[config.mk]
export PLATFORM = sky130hd
export DESIGN_NAME = sram_mem_stage_flat
export DESIGN_NICKNAME = d
export VERILOG_FILES = /design/src/rtl/arm_pkg.sv /design/src/rtl/sram_mem_stage_if.sv /design/src/rtl/sram_wait_counter.sv /design/src/rtl/sram_mem_stage.sv /design/src/flat_wrapper.sv
export SDC_FILE = /design/constraint.sdc
export NUM_CORES = 1
export LEC_CHECK = 0
export ABC_AREA = 1
export CELL_PAD_IN_SITES_DETAIL_PLACEMENT = 0
export CELL_PAD_IN_SITES_GLOBAL_PLACEMENT = 1
export CORE_MARGIN = 3
export CORE_UTILIZATION = 25
export DETAILED_ROUTE_END_ITERATION = 8
export GPL_ROUTABILITY_DRIVEN = 0
export HOLD_SLACK_MARGIN = 0.15
export PLACE_DENSITY = 0.88
export SYNTH_ARGS = -nofsm -noshare
export SYNTH_HDL_FRONTEND = slang
export SYNTH_SLANG_ARGS = --single-unit
[constraint.sdc]
create_clock -name clk -period 1.6 [get_ports clk]
set_input_delay 0.32 -clock clk [delete_from_list [all_inputs] [get_ports clk]]
set_output_delay 0.32 -clock clk [all_outputs]
set_load 0.05 [all_outputs]
[src/rtl/arm_pkg.sv]
// arm_pkg: shared MEM-stage types and constants (FSM encoding, data base address, SRAM halfword width).
package arm_pkg;
    typedef enum logic [1:0] {IDLE = 2'd0, LO = 2'd1, HI = 2'd2, DONE = 2'd3} mem_state_t;
    localparam int DATA_BASE_DEF = 1024;
    localparam int SRAM_DQ_W = 16;
endpackage

[src/rtl/sram_mem_stage_if.sv]
// sram_mem_stage_if: 16-bit asynchronous SRAM pin bundle; master is the MEM stage, slave is the SRAM.
interface sram_mem_stage_if #(parameter int ADDR_W = 18);
    import arm_pkg::*;
    logic [ADDR_W-1:0] sramAddr;
    logic [SRAM_DQ_W-1:0] sramDqOut;
    logic [SRAM_DQ_W-1:0] sramDqIn;
    logic sramDqOe;
    logic sramWeN;
    modport master(output sramAddr, sramDqOut, sramDqOe, sramWeN, input sramDqIn);
    modport slave(input sramAddr, sramDqOut, sramDqOe, sramWeN, output sramDqIn);
endinterface

[src/rtl/sram_wait_counter.sv]
// sram_wait_counter: loadable down-counter timing one SRAM halfword phase; done when it reaches zero.
module sram_wait_counter #(
    parameter int W = 1,
    parameter int LOAD = 1
) (
    input  logic clk,
    input  logic rst,
    input  logic clr,
    input  logic ld,
    input  logic en,
    output logic done
);
    logic [W-1:0] cnt;
    always_ff @(posedge clk) begin
        if (rst || clr) cnt <= '0;
        else if (ld) cnt <= W'(LOAD);
        else if (en && cnt != '0) cnt <= cnt - 1'b1;
    end
    assign done = cnt == '0;
endmodule

[src/rtl/sram_mem_stage.sv]
// sram_mem_stage: MEM stage driving a 16-bit async SRAM as two halfword phases per word, freezing the pipeline.
// Optional one-entry read buffer enabled by defining READ_BUF_EN.
module sram_mem_stage
    import arm_pkg::*;
#(
    parameter int WAIT_CYCLES = 2,
    parameter int DATA_BASE = DATA_BASE_DEF,
    parameter int SRAM_ADDR_W = 18
) (
    input  logic clk,
    input  logic rst,
    input  logic wbEnIn,
    input  logic memREnIn,
    input  logic memWEnIn,
    input  logic [31:0] aluResIn,
    input  logic [31:0] valRmIn,
    input  logic [3:0] destIn,
    output logic wbEnOut,
    output logic memREnOut,
    output logic [31:0] aluResOut,
    output logic [3:0] destOut,
    output logic [31:0] memData,
    output logic freeze,
    sram_mem_stage_if.master sram
);
    localparam int IW = SRAM_ADDR_W - 1;
    localparam int CW = WAIT_CYCLES > 1 ? $clog2(WAIT_CYCLES) : 1;
    mem_state_t state;
    logic req, store, load, hit, cnt_done, cnt_ld;
    logic [IW-1:0] widx;
    logic [31:0] hit_data;
    assign wbEnOut = wbEnIn;
    assign memREnOut = memREnIn;
    assign aluResOut = aluResIn;
    assign destOut = destIn;
    assign req = memREnIn | memWEnIn;
    assign store = memWEnIn;
    assign load = memREnIn & ~memWEnIn;
    // word index wraps modulo the SRAM size, so addresses below DATA_BASE alias high words
    assign widx = IW'((aluResIn - 32'(DATA_BASE)) >> 2);
    assign freeze = req & (state != DONE) & ~hit;
    assign cnt_ld = (state == IDLE && req && !hit) || (state == LO && cnt_done);
`ifdef READ_BUF_EN
    logic buf_valid;
    logic [IW-1:0] buf_idx;
    logic [31:0] buf_data;
    assign hit = state == IDLE && load && buf_valid && buf_idx == widx;
    assign hit_data = buf_data;
    always_ff @(posedge clk) begin
        if (rst) begin
            buf_valid <= 1'b0;
            buf_idx <= '0;
            buf_data <= '0;
        end else if (state == DONE && load) begin
            buf_valid <= 1'b1;
            buf_idx <= widx;
            buf_data <= memData;
        end else if (state == DONE && store && buf_valid && buf_idx == widx) begin
            buf_data <= valRmIn;
        end
    end
`else
    assign hit = 1'b0;
    assign hit_data = '0;
`endif
    sram_wait_counter #(.W(CW), .LOAD(WAIT_CYCLES - 1)) u_cnt (
        .clk(clk),
        .rst(rst),
        .clr(state == DONE),
        .ld(cnt_ld),
        .en(state == LO || state == HI),
        .done(cnt_done)
    );
    always_ff @(posedge clk) begin
        if (rst) begin
            state <= IDLE;
            memData <= '0;
            sram.sramAddr <= '0;
            sram.sramDqOut <= '0;
            sram.sramDqOe <= 1'b0;
            sram.sramWeN <= 1'b1;
        end else begin
            case (state)
                IDLE: begin
                    if (hit) begin
                        state <= DONE;
                        memData <= hit_data;
                    end else if (req) begin
                        state <= LO;
                        sram.sramAddr <= {widx, 1'b0};
                        sram.sramDqOut <= valRmIn[15:0];
                        sram.sramDqOe <= store;
                        sram.sramWeN <= ~store;
                    end
                end
                LO: begin
                    if (cnt_done) begin
                        state <= HI;
                        sram.sramAddr <= {widx, 1'b1};
                        sram.sramDqOut <= valRmIn[31:16];
                        if (!store) memData[15:0] <= sram.sramDqIn;
                    end
                end
                HI: begin
                    if (cnt_done) begin
                        state <= DONE;
                        sram.sramDqOe <= 1'b0;
                        sram.sramWeN <= 1'b1;
                        if (!store) memData[31:16] <= sram.sramDqIn;
                    end
                end
                default: state <= IDLE;
            endcase
        end
    end
endmodule

[src/flat_wrapper.sv]
// flat-port wrapper written by rule: the top's interface ports become plain ports
module sram_mem_stage_flat import arm_pkg::*;
#(
    parameter int WAIT_CYCLES = 2,
    parameter int DATA_BASE = DATA_BASE_DEF,
    parameter int SRAM_ADDR_W = 18
)
  (clk, rst, wbEnIn, memREnIn, memWEnIn, aluResIn, valRmIn, destIn, wbEnOut, memREnOut, aluResOut, destOut, memData, freeze, sram_sramAddr, sram_sramDqOut, sram_sramDqOe, sram_sramWeN, sram_sramDqIn);
  sram_mem_stage_if #(.ADDR_W(18)) sram_i ();
  input  logic clk;
  input  logic rst;
  input  logic wbEnIn;
  input  logic memREnIn;
  input  logic memWEnIn;
  input  logic [31:0] aluResIn;
  input  logic [31:0] valRmIn;
  input  logic [3:0] destIn;
  output logic wbEnOut;
  output logic memREnOut;
  output logic [31:0] aluResOut;
  output logic [3:0] destOut;
  output logic [31:0] memData;
  output logic freeze;
  output wire logic [$bits(sram_i.sramAddr)-1:0] sram_sramAddr;
  output wire logic [$bits(sram_i.sramDqOut)-1:0] sram_sramDqOut;
  output wire logic [$bits(sram_i.sramDqOe)-1:0] sram_sramDqOe;
  output wire logic [$bits(sram_i.sramWeN)-1:0] sram_sramWeN;
  input wire logic [$bits(sram_i.sramDqIn)-1:0] sram_sramDqIn;
  assign sram_sramAddr = sram_i.sramAddr;
  assign sram_sramDqOut = sram_i.sramDqOut;
  assign sram_sramDqOe = sram_i.sramDqOe;
  assign sram_sramWeN = sram_i.sramWeN;
  assign sram_i.sramDqIn = sram_sramDqIn;
  sram_mem_stage #(.WAIT_CYCLES(WAIT_CYCLES), .DATA_BASE(DATA_BASE), .SRAM_ADDR_W(SRAM_ADDR_W)) u_core (.clk(clk), .rst(rst), .wbEnIn(wbEnIn), .memREnIn(memREnIn), .memWEnIn(memWEnIn), .aluResIn(aluResIn), .valRmIn(valRmIn), .destIn(destIn), .wbEnOut(wbEnOut), .memREnOut(memREnOut), .aluResOut(aluResOut), .destOut(destOut), .memData(memData), .freeze(freeze), .sram(sram_i));
endmodule
==> metrics.md <==
| Metric | Value |
|---|---|
| Top-level I/O count | `196` |
| Synthesized area | `3360 um^2` |
| Number of placement rows | `41` |
| Leading cell type in the layout, fill and taps excluded | `nand2_1` |
| Worst path max stage delay | `0.48 ns` |
| Routed length per instance | `12.8 um` |
| Worst slack after detailed placement | `-0.163 ns` |
| Via count of the first global-routing pass | `3254` |
| Crit. End Element | `primary output` |
| Synth top area share | `42.3%` |
| Final Setup Violations | `0` |
| Leakage power of the design | `0.00241 uW` |
| Synth Instances | `472` |
| Number of H-tree branching levels | `3` |
| Synthesized area per cell | `7.12 um^2` |
| Share of cells above drive strength 1 | `23.6%` |
| Postcts setup bufs | `0` |
| Area contributors post-synth | `dfxtp_1, nand2_1, buf_4` |
| HPWL Detailed | `7620 um` |
| Nets | `695` |
| DRC Markers | `0` |
| Maximum clock path buffer count | `2` |
| Initial core utilization | `26.1%` |
| Yosys warning count | `0` |
| Number of buffer cells added on primary ports | `155` |
| Outcome | `complete, no violations` |
| Total via count in the routed design | `3367` |
| Layout Area Growth over Synthesis | `61.1%` |
| Top library cells by usage in the layout, fill and taps aside | `nand2_1, buf_4, dfxtp_1` |
| Shortest period the worst path allows | `1.57 ns` |
| Drt pass-1 iters | `4` |
| Total count of max-transition violations in the final report | `0` |
| Antenna violations before repair | `0` |
| Cell type group with the largest total delay on the critical path | `buffers and inverters` |
| Setup CP Type | `in -> out` |
| Setup WS post-layout | `0.0334 ns` |
| Diodes inserted | `0` |
| Distinct cell type count after synthesis | `22` |
| Placeable Area | `12900 um^2` |
| Net count of the mapped netlist | `566` |
| Die Outline Area | `14900 um^2` |
| GRT Total Usage | `13.1%` |
| Global-route wire length before repair | `15600 um` |
| DRT antenna net count | `0` |
| Cell taking the most area after synthesis | `dfxtp_1` |
| Total global routing overflow | `0` |
| Clock Skew | `0.00900 ns` |
| Worst Tran Pin Value | `0.544 ns` |
| Horiz. Die Dim | `122 um` |
| Path type of the worst min-delay path | `in -> reg` |
| Post-route fraction of the period consumed by the critical path | `97.9%` |
| Cell at the slowest stage of the critical path | `clkdlybuf4s50_1` |
| Final WL | `9980 um` |
| Maximum fanout along the worst path | `3` |
| Total power divided by cell area | `1860 nW/um^2` |
| Number of register bits inferred by synthesis | `71` |
| CTS root buf | `clkbuf_16` |
| Data arrival time at the worst-slack endpoint | `1.25 ns` |
| Fraction of the core area covered by cells at the end of the flow | `42.1%` |
| Share of the yosys chip area belonging to registers | `42.3%` |
| Max-slew headroom | `63.7%` |
| Maximum vdd drop | `1.04 mV` |
| Final count of hold timing violations | `0` |
| Source-to-sink clock delay at the later pin of the worst-skew pair | `0.33 ns` |
| Total chip power | `10100 uW` |
| Startpoint Class | `input pin` |
| Data required, critical path | `1.28 ns` |
| Critical path buffers and inverters | `2` |
| Maximum capacitance violations | `0` |
| Maximum number of pins on one net before global-route repair | `50` |
| Unrepaired setup endpoints after global routing | `false` |
| Number of buffers inserted during clock tree synthesis | `9` |
| Clock-pin slew on the worst setup and hold paths | `0.05 ns` |
| Initial DRC count | `200` |
| Cell-by-cell listing of the critical path | `clkdlybuf4s50_1, nor2_2, nor2_4, buf_12` |
| Vias per cell | `4.33` |
| Height of the chip | `122 um` |
| FMAX | `0.638 GHz` |
| Clock Sinks | `71` |
| TritonCTS clock tree | `done` |
## layer usage
layer	vias up	share of wire (%)	global-route usage, %
met4	0	1.8	4.69
li1	1708	-	-
met1	1498	42	16.0
met2	140	47	21.8
met3	21	9.0	4.09
met5	-	0	0
## cells in the mapped netlist
cell,n
buf_6,1
o21ai_0,21
clkbuf_1,9
nand3_4,1
dfxtp_1,71
o21ai_1,2
nor2_8,1
inv_2,3
nand2_2,2
xor2_1,2
buf_2,4
o211ai_1,1
nand3_2,1
ha_1,5
inv_1,41
nand2_4,1
nand2_1,145
a21oi_1,64
nor3_1,2
nand3_1,26
nor2_1,23
buf_4,46
## final timing paths
kind | startpoint | endpoint | slack (ns) | depth (start not counted)
setup / recovery | memWEnIn | freeze | 0.03 | 4
hold / removal | rst | u_core.state[1] | 0.43 | 4
setup reg to reg | u_core.state[1] | u_core.sram.sramAddr[12] | 0.15 | 9
hold reg to reg | u_core.memData[21] | u_core.memData[21] | 0.45 | 2
## sequential cells by signal (all words and copies together), names as in the netlist
register	cells
u_core.sram.sramDqOut	16
u_core.sram.sramAddr	18
u_core.sram.sramDqOe	1
u_core.sram.sramWeN	1
u_core.u_cnt.cnt	1
u_core.state	2
u_core.memData	32
## metrics by stage
| stage | hold slack, ns | instances | area, um^2 | setup TNS [ns] |
|---|---|---|---|---|
| 3_3_place_gp | 0.430 | 762 | 5070 | -2.02 |
| 3_5_place_dp | 0.440 | 762 | 5070 | -4.00 |
| 4_1_cts | 0.435 | 778 | 5390 | 0 |
| 2_1_floorplan | 0.463 | 472 | 3360 | 0 |
| 6_report | 0.431 | 778 | 5420 | 0 |
| 5_1_grt | 0.463 | 778 | 5420 | 0 |
## cell type report
cell class,instances,area [um^2]
inverters,44,165
repair buffers,178,1900
clock inverters,6,68.8
multi-input cells,297,1400
fillers,1319,7460
clock buffers,10,239
well taps,172,215
flip-flops and latches,71,1430
## cells by family (layout without fill, tap and decap cells)
group                    Yosys count  count (layout)  share of synthesized area (%)
AND/OR/NAND/NOR                  202             202                           25.0
buffers and inverters            104             238                           17.1
AO/OA/AOI/OAI                     88              88                           13.2
flip-flops                        71              71                           42.3
adder cells (fa/ha/maj)            5               5                           1.86
XOR/XNOR                           2               2                          0.521
## where the power goes
group,total [uW],switching [uW],internal (uW),leakage [uW]
registers,2690,374,2310,0.000582
clock network,2040,783,1260,0.000149
logic,5360,3480,1890,0.00167
## worst register-to-register path: cells and delay by family (launching register included)
kind / cells / cell delay, ns
and+or+nand+nor: 3 / 0.26
DFF: 1 / 0.37
buffers and inverters: 4 / 0.37
AOI/OAI and AO/OA: 1 / 0.16
adders and majority gates: 1 / 0.20
## repair_timing
action / 4_1_cts / 5_1_grt
gates resized for setup: 4 / 7
hold buffers: 0 / 0
setup endpoints to repair: 3 / 39
Note: power is estimated with default switching activity, not from simulation.
